===== src/rtl/ttc_pkg.sv =====
// Shared TTC definitions: opcodes, reboot cause codes, reboot FSM states.
package ttc_pkg;

    localparam int unsigned TC_W  = 8;
    localparam int unsigned CNT_W = 32;
    localparam int unsigned IDX_W = 2;

    localparam logic [TC_W-1:0] OP_REBOOT_ARM  = 8'hA5;
    localparam logic [TC_W-1:0] OP_REBOOT_EXEC = 8'h5A;

    localparam logic [1:0] CAUSE_NONE = 2'b00;
    localparam logic [1:0] CAUSE_CMD  = 2'b01;
    localparam logic [1:0] CAUSE_WDT  = 2'b10;

    typedef enum logic [2:0] {
        IDLE,
        ARM_KEY,
        ARMED,
        EXEC_KEY,
        FIRE,
        LOCK
    } state_e;

    // Key byte expected at frame position idx (MSB byte first).
    function automatic logic [TC_W-1:0] key_byte(input logic [31:0] key, input logic [IDX_W-1:0] idx);
        case (idx)
            2'd0:    key_byte = key[31:24];
            2'd1:    key_byte = key[23:16];
            2'd2:    key_byte = key[15:8];
            default: key_byte = key[7:0];
        endcase
    endfunction

endpackage


===== src/rtl/reboot_req_ctrl_if.sv =====
// Decoded telecommand byte stream (valid/ready handshake).
interface reboot_req_ctrl_if;
    import ttc_pkg::*;

    logic [TC_W-1:0] tc_data;
    logic            tc_sof;
    logic            tc_valid;
    logic            tc_ready;

    modport master (output tc_data, output tc_sof, output tc_valid, input tc_ready);
    modport slave  (input tc_data, input tc_sof, input tc_valid, output tc_ready);

endinterface


===== src/rtl/wdt_counter.sv =====
// Software-kick watchdog: counts down while enabled, one-cycle expire pulse on reaching zero.
module wdt_counter
    import ttc_pkg::*;
(
    input  logic             clk,
    input  logic             rst,
    input  logic             en,
    input  logic             kick,
    input  logic [CNT_W-1:0] reload,
    output logic             expire
);

    logic [CNT_W-1:0] cnt_q, cnt_d;
    logic             expire_q, expire_d;

    // Kick or disable reloads; otherwise saturating decrement.
    always_comb begin
        cnt_d = cnt_q;
        if (!en || kick) begin
            cnt_d = reload;
        end else if (cnt_q != '0) begin
            cnt_d = cnt_q - CNT_W'(1);
        end
        expire_d = (cnt_d == '0) && (cnt_q != '0);
    end

    // Counter and expire pulse registers.
    always_ff @(posedge clk) begin
        if (rst) begin
            cnt_q    <= reload;
            expire_q <= 1'b0;
        end else begin
            cnt_q    <= cnt_d;
            expire_q <= expire_d;
        end
    end

    assign expire = expire_q;

endmodule


===== src/rtl/reboot_req_ctrl.sv =====
// Reboot request controller: ARM/EXEC keyed command parser plus watchdog, one timed request pulse then lockout.
module reboot_req_ctrl
    import ttc_pkg::*;
#(
    parameter logic [31:0] KEY         = 32'hC0DEB007,
    parameter int unsigned ARM_TIMEOUT = 50_000_000,
    parameter int unsigned WDT_CYCLES  = 100_000_000,
    parameter int unsigned PULSE_LEN   = 16
) (
    input  logic              clk,
    input  logic              rst,
    reboot_req_ctrl_if.slave  tc,
    input  logic              wdt_en,
    input  logic              wdt_kick,
    output logic              reboot_req,
    output logic [1:0]        reboot_cause,
    output logic              armed,
    output logic              key_err
);

    state_e           state_q, state_d;
    logic [IDX_W-1:0] idx_q, idx_d;
    logic [CNT_W-1:0] arm_tmr_q, arm_tmr_d;
    logic [CNT_W-1:0] pulse_q, pulse_d;
    logic [1:0]       cause_q, cause_d;
    logic             key_err_q, key_err_d;
    logic             armed_q, armed_d;
    logic             reboot_req_q, reboot_req_d;
    logic             tc_ready_q, tc_ready_d;

    logic             acc_c;
    logic             key_hit_c;
    logic             tmr_zero_c;
    logic             wdt_expire;

    assign acc_c      = tc.tc_valid & tc_ready_q;
    assign key_hit_c  = (tc.tc_data == key_byte(KEY, idx_q));
    assign tmr_zero_c = (arm_tmr_q == '0);

    wdt_counter u_wdt (
        .clk    (clk),
        .rst    (rst),
        .en     (wdt_en),
        .kick   (wdt_kick),
        .reload (CNT_W'(WDT_CYCLES)),
        .expire (wdt_expire)
    );

    // Next-state, counters and registered-output decode.
    always_comb begin
        logic fire_cmd;
        fire_cmd   = 1'b0;
        state_d    = state_q;
        idx_d      = idx_q;
        arm_tmr_d  = tmr_zero_c ? '0 : arm_tmr_q - CNT_W'(1);
        pulse_d    = pulse_q;
        cause_d    = cause_q;
        key_err_d  = 1'b0;

        case (state_q)
            IDLE: begin
                if (acc_c && tc.tc_sof && tc.tc_data == OP_REBOOT_ARM) begin
                    state_d = ARM_KEY;
                    idx_d   = '0;
                end
            end
            ARM_KEY: begin
                if (acc_c) begin
                    if (tc.tc_sof) begin
                        // A new frame restarts parsing; only another ARM keeps us here.
                        idx_d = '0;
                        if (tc.tc_data != OP_REBOOT_ARM) state_d = IDLE;
                    end else if (!key_hit_c) begin
                        state_d   = IDLE;
                        key_err_d = 1'b1;
                    end else if (idx_q == IDX_W'(3)) begin
                        state_d   = ARMED;
                        arm_tmr_d = CNT_W'(ARM_TIMEOUT);
                    end else begin
                        idx_d = idx_q + IDX_W'(1);
                    end
                end
            end
            ARMED, EXEC_KEY: begin
                // A fresh ARM always restarts; otherwise timeout beats any byte.
                if (acc_c && tc.tc_sof && tc.tc_data == OP_REBOOT_ARM) begin
                    state_d = ARM_KEY;
                    idx_d   = '0;
                end else if (tmr_zero_c) begin
                    state_d = IDLE;
                end else if (acc_c) begin
                    if (tc.tc_sof) begin
                        idx_d = '0;
                        if (tc.tc_data == OP_REBOOT_EXEC) begin
                            state_d = EXEC_KEY;
                        end else begin
                            state_d   = IDLE;
                            key_err_d = 1'b1;
                        end
                    end else if (state_q == EXEC_KEY) begin
                        if (!key_hit_c) begin
                            state_d   = IDLE;
                            key_err_d = 1'b1;
                        end else if (idx_q == IDX_W'(3)) begin
                            fire_cmd = 1'b1;
                        end else begin
                            idx_d = idx_q + IDX_W'(1);
                        end
                    end
                end
            end
            FIRE: begin
                if (pulse_q == '0) begin
                    state_d = LOCK;
                end else begin
                    pulse_d = pulse_q - CNT_W'(1);
                end
            end
            LOCK: begin
            end
            default: state_d = IDLE;
        endcase

        // Command completion wins over a coincident watchdog expiry.
        if (fire_cmd) begin
            state_d = FIRE;
            cause_d = CAUSE_CMD;
            pulse_d = CNT_W'(PULSE_LEN - 1);
        end else if (wdt_expire && state_q != FIRE && state_q != LOCK) begin
            state_d = FIRE;
            cause_d = CAUSE_WDT;
            pulse_d = CNT_W'(PULSE_LEN - 1);
        end

        armed_d      = (state_d == ARMED) || (state_d == EXEC_KEY);
        reboot_req_d = (state_d == FIRE);
        tc_ready_d   = (state_d != FIRE) && (state_d != LOCK);
    end

    // State, counters and output registers.
    always_ff @(posedge clk) begin
        if (rst) begin
            state_q      <= IDLE;
            idx_q        <= '0;
            arm_tmr_q    <= '0;
            pulse_q      <= '0;
            cause_q      <= CAUSE_NONE;
            key_err_q    <= 1'b0;
            armed_q      <= 1'b0;
            reboot_req_q <= 1'b0;
            tc_ready_q   <= 1'b1;
        end else begin
            state_q      <= state_d;
            idx_q        <= idx_d;
            arm_tmr_q    <= arm_tmr_d;
            pulse_q      <= pulse_d;
            cause_q      <= cause_d;
            key_err_q    <= key_err_d;
            armed_q      <= armed_d;
            reboot_req_q <= reboot_req_d;
            tc_ready_q   <= tc_ready_d;
        end
    end

    assign tc.tc_ready   = tc_ready_q;
    assign reboot_req    = reboot_req_q;
    assign reboot_cause  = cause_q;
    assign armed         = armed_q;
    assign key_err       = key_err_q;

endmodule

===== src/flat_wrapper.sv =====
// flat-port wrapper written by rule: the top's interface ports become plain ports
module reboot_req_ctrl_flat import ttc_pkg::*;
#(
    parameter logic [31:0] KEY         = 32'hC0DEB007,
    parameter int unsigned ARM_TIMEOUT = 50_000_000,
    parameter int unsigned WDT_CYCLES  = 100_000_000,
    parameter int unsigned PULSE_LEN   = 16
)
  (clk, rst, wdt_en, wdt_kick, reboot_req, reboot_cause, armed, key_err, tc_tc_data, tc_tc_sof, tc_tc_valid, tc_tc_ready);
  reboot_req_ctrl_if tc_i ();
  input  logic clk;
  input  logic rst;
  input  logic wdt_en;
  input  logic wdt_kick;
  output logic reboot_req;
  output logic [1:0] reboot_cause;
  output logic armed;
  output logic key_err;
  input wire logic [$bits(tc_i.tc_data)-1:0] tc_tc_data;
  input wire logic [$bits(tc_i.tc_sof)-1:0] tc_tc_sof;
  input wire logic [$bits(tc_i.tc_valid)-1:0] tc_tc_valid;
  output wire logic [$bits(tc_i.tc_ready)-1:0] tc_tc_ready;
  assign tc_i.tc_data = tc_tc_data;
  assign tc_i.tc_sof = tc_tc_sof;
  assign tc_i.tc_valid = tc_tc_valid;
  assign tc_tc_ready = tc_i.tc_ready;
  reboot_req_ctrl #(.KEY(KEY), .ARM_TIMEOUT(ARM_TIMEOUT), .WDT_CYCLES(WDT_CYCLES), .PULSE_LEN(PULSE_LEN)) u_core (.clk(clk), .rst(rst), .tc(tc_i), .wdt_en(wdt_en), .wdt_kick(wdt_kick), .reboot_req(reboot_req), .reboot_cause(reboot_cause), .armed(armed), .key_err(key_err));
endmodule

===== config.mk =====
export PLATFORM = sky130hd
export DESIGN_NAME = reboot_req_ctrl_flat
export DESIGN_NICKNAME = d
export VERILOG_FILES = /design/src/rtl/ttc_pkg.sv /design/src/rtl/reboot_req_ctrl_if.sv /design/src/rtl/wdt_counter.sv /design/src/rtl/reboot_req_ctrl.sv /design/src/flat_wrapper.sv
export SDC_FILE = /design/constraint.sdc
export NUM_CORES = 1
export LEC_CHECK = 0
export CORE_UTILIZATION = 35
export DETAILED_ROUTE_END_ITERATION = 6
export PLACE_DENSITY = 0.56
export SYNTH_ARGS = -nofsm -noshare
export SYNTH_HDL_FRONTEND = slang
export SYNTH_HIERARCHICAL = 1
export SYNTH_SLANG_ARGS = --single-unit

===== constraint.sdc =====
create_clock -name clk -period 3.9 [get_ports clk]
set_input_delay 0.585 -clock clk [delete_from_list [all_inputs] [get_ports clk]]
set_output_delay 0.585 -clock clk [all_outputs]
set_load 0.05 [all_outputs]

==> impl_metrics.env <==
export IMPL_critPathCaptureType="register"
export IMPL_area_growth_pct=16.4
export IMPL_setup_tns_ps=0
export IMPL_cts_buffers=9
export IMPL_synth_edff_count=0
export IMPL_cts_sinks=108
export IMPL_slew_violations=0
export IMPL_synth_cell_types=63
export IMPL_antenna_found_initial=0
export IMPL_outcome="finished, final reports clean"
export IMPL_pwr_share_comb_pct=28.5
export IMPL_dpl_instance_area_um2=6590
export IMPL_die_height_um=132
export IMPL_slowest_delay_ps=610
export IMPL_vias_per_cell=4.89
export IMPL_cpMostUsedCell="or4b_1"
export IMPL_clock_latency_ps=370
export IMPL_dieArea_um2=17500
export IMPL_yosys_register_bits=108
export IMPL_wl_mm=13.0
export IMPL_slowest_stage="or4_1"
export IMPL_synth_commonest_cells="dfxtp_1, nor2_1, nand2_1"
export IMPL_hold_class="reg2reg"
export IMPL_clock_path_buffers=2
export IMPL_cts_hold_buf=0
export IMPL_start_util_pct=35.8
export IMPL_syn_area_um2=5940
export IMPL_critical_path_required_ps=4170
export IMPL_io_pins=20
export IMPL_cellPowerDensity_nw_per_um2=475
export IMPL_yosysTopAreaCellShare_pct=36.4
export IMPL_ant_nets=0
export IMPL_switching_share_pct=34.3
export IMPL_grt_ovfl_total=0
export IMPL_cts_repair_resized=0
export IMPL_fp_dieW_um=132
export IMPL_dpl_hpwl_mm=9.54
export IMPL_ctsRootBufferMaster="clkbuf_16"
export IMPL_ys_warn_count=6
export IMPL_final_nets=826
export IMPL_grt_pass1_vias=4629
export IMPL_yosysSeqAreaShare_pct=36.4
export IMPL_slew_headroom_pct=45.6
export IMPL_dr_first_iter_drc_count=183
export IMPL_hold_viol=0
export IMPL_dominantRegCellSynth="dfxtp_1"
export IMPL_path_class="reg2reg"
export IMPL_vias=5017
export IMPL_rows=47
export IMPL_worst_endpoint_arrival_ps=3860
export IMPL_critPathLaunchType="register"
export IMPL_port_buffers=19
export IMPL_finalSetupViolations=0
export IMPL_postLayoutCellArea_um2=6910
export IMPL_async_flop_share_pct=0
export IMPL_yosysTopAreaCell="dfxtp_1"
export IMPL_synth_cells=726
export IMPL_routedWlPerCell_um=12.6
export IMPL_h_tree_depth=3
export IMPL_syn_area_per_cell_um2=8.18
export IMPL_grt_first_pass_wirelength_mm=22.4
export IMPL_postCtsSetupBuffers=0
export IMPL_coreArea_um2=16600
export IMPL_cts_tree="done"
export IMPL_period_minus_slack_ps=3590
export IMPL_p_int_mw=2.16
export IMPL_clk_pin_slew_ps=80
export IMPL_fmax_ghz=0.279
export IMPL_rsz0062_at_grt="false"
export IMPL_grt_total_usage_pct=15.7
export IMPL_grt_max_degree=30
export IMPL_post_route_period_util_pct=92.0
export IMPL_antennaDiodeCount=0
export IMPL_skew_ps=15.1
export IMPL_worstMarginPinSlew_ps=809
export IMPL_firstDrtPassIters=5
export IMPL_maxCapViolations=0
export IMPL_drive_above_1_share_pct=7.68
export IMPL_p_seq_share_pct=42.7
export IMPL_switchingPower_mw=1.12
export IMPL_leakagePower_nw=2.61
export IMPL_drc=0
export IMPL_peakVddDrop_mv=0.295
export IMPL_path_max_fanout=7
export IMPL_path_cells="inv_1 -> ha_1 -> or4b_1 -> or4_1 -> nor3_1 -> nand3_1 -> xor2_1 -> o211ai_1 -> or4b_1 -> nor4_2"
export IMPL_clockPowerShare_pct=28.8
export IMPL_gp_congestion=0.883
export IMPL_synth_most_common_cell="dfxtp_1"
export IMPL_synth_area_leaders="dfxtp_1, xnor2_1, nor2_1"
cell families after synthesis:
kind of cell    share of synthesized area (%)
simple gates                             30.7
xor+xnor                                 12.1
flops                                    36.4
buf+inv                                  3.25
mux                                      1.88
fa+ha+maj                                2.11
other cells                             0.126
compound gates                           13.4
critical path, delay by kind of cell, from the launching register on:
family | cells | cell delay [ps]
buffers and inverters | 1 | 110
XOR/XNOR | 1 | 190
flip-flops | 1 | 330
AND/OR/NAND/NOR | 6 | 2530
adder cells (fa/ha/maj) | 1 | 240
AO/OA/AOI/OAI | 1 | 100
metrics by stage:
| step | util [%] | worst slack, ps | instances | total power, mW | hold WS, ps |
|---|---|---|---|---|---|
| final | 41.7 | 314 | 1027 | 3.28 | 435 |
| after global routing | 41.7 | 99.3 | 1027 | 3.51 | 468 |
| after CTS | 41.7 | 364 | 1027 | 3.32 | 438 |
| after detailed placement | 39.8 | 384 | 1011 | 2.36 | 426 |
| after global placement | 39.8 | 459 | 1011 | 2.35 | 424 |
| after floorplan | - | 661 | 790 | 2.16 | 407 |
metal layers:
layer,vias to the layer above,track usage [%],routed length [um]
met5,-,0,0
met4,0,5.75,217
met3,15,3.04,480
met2,74,24.2,5640
met1,2264,21.8,6640
li1,2664,-,-
placed cells by master, fill, tap and decap left out, drive strengths merged, types with 4 or more instances in the layout:
cell type | synthesis | layout
or2 | 9 | 9
xor2 | 34 | 34
or4 | 24 | 24
clkdlybuf4s50 | 0 | 19
o21ai | 53 | 53
o211ai | 5 | 5
a31oi | 9 | 9
nor4 | 20 | 20
dfxtp | 108 | 108
mux2 | 9 | 9
nor2b | 9 | 9
conb | 2 | 66
nor3 | 38 | 38
and2 | 4 | 4
nand3b | 7 | 7
or4b | 5 | 5
nand2 | 62 | 62
or3 | 18 | 18
buf | 12 | 12
clkinv | 0 | 4
a21oi | 20 | 20
nor2 | 101 | 101
nand3 | 12 | 12
a211oi | 6 | 6
nand4 | 11 | 11
ha | 10 | 10
inv | 14 | 17
nand2b | 15 | 15
xnor2 | 48 | 48
clkbuf | 18 | 9
registers in the layout (all words and copies together), names as in the netlist:
name,flops
u_core/reboot_cause,2
u_core/key_err,1
u_core/idx_q,2
u_core/armed,1
u_core/state_q,3
u_core/arm_tmr_q,32
u_core/reboot_req,1
u_core/pulse_q,32
u_core/u_wdt/cnt_q,32
u_core/u_wdt/expire,1
u_core/tc.tc_ready,1
cell type report:
class	instances	area, um2
clock buffers	9	225
inverters	14	52.6
fillers	1702	9670
well taps	220	275
repair buffers	31	280
multi-input cells	638	3820
clock inverters	7	91.3
flip-flops and latches	108	2160
path summary, 6_finish.rpt:
path / from / to / slack, ps / depth (start not counted)
worst max-delay path: u_core/u_wdt/cnt_q[0] / u_core/u_wdt/expire / 310 / 10
worst min-delay path: u_core/arm_tmr_q[0] / u_core/arm_tmr_q[0] / 430 / 1
worst max register to register: u_core/u_wdt/cnt_q[0] / u_core/u_wdt/expire / 310 / 10
worst min register to register: u_core/arm_tmr_q[0] / u_core/arm_tmr_q[0] / 430 / 1
power groups by stage:
stage / sequential, mW / combinational (mW) / clock [mW]
2_1_floorplan: 1.39 / 0.767 / 0
3_3_place_gp: 1.42 / 0.929 / 0
3_5_place_dp: 1.42 / 0.937 / 0
4_1_cts: 1.40 / 0.942 / 0.982
5_1_grt: 1.43 / 1.06 / 1.02
6_report: 1.40 / 0.933 / 0.945
Note: power is estimated with default switching activity, not from simulation.
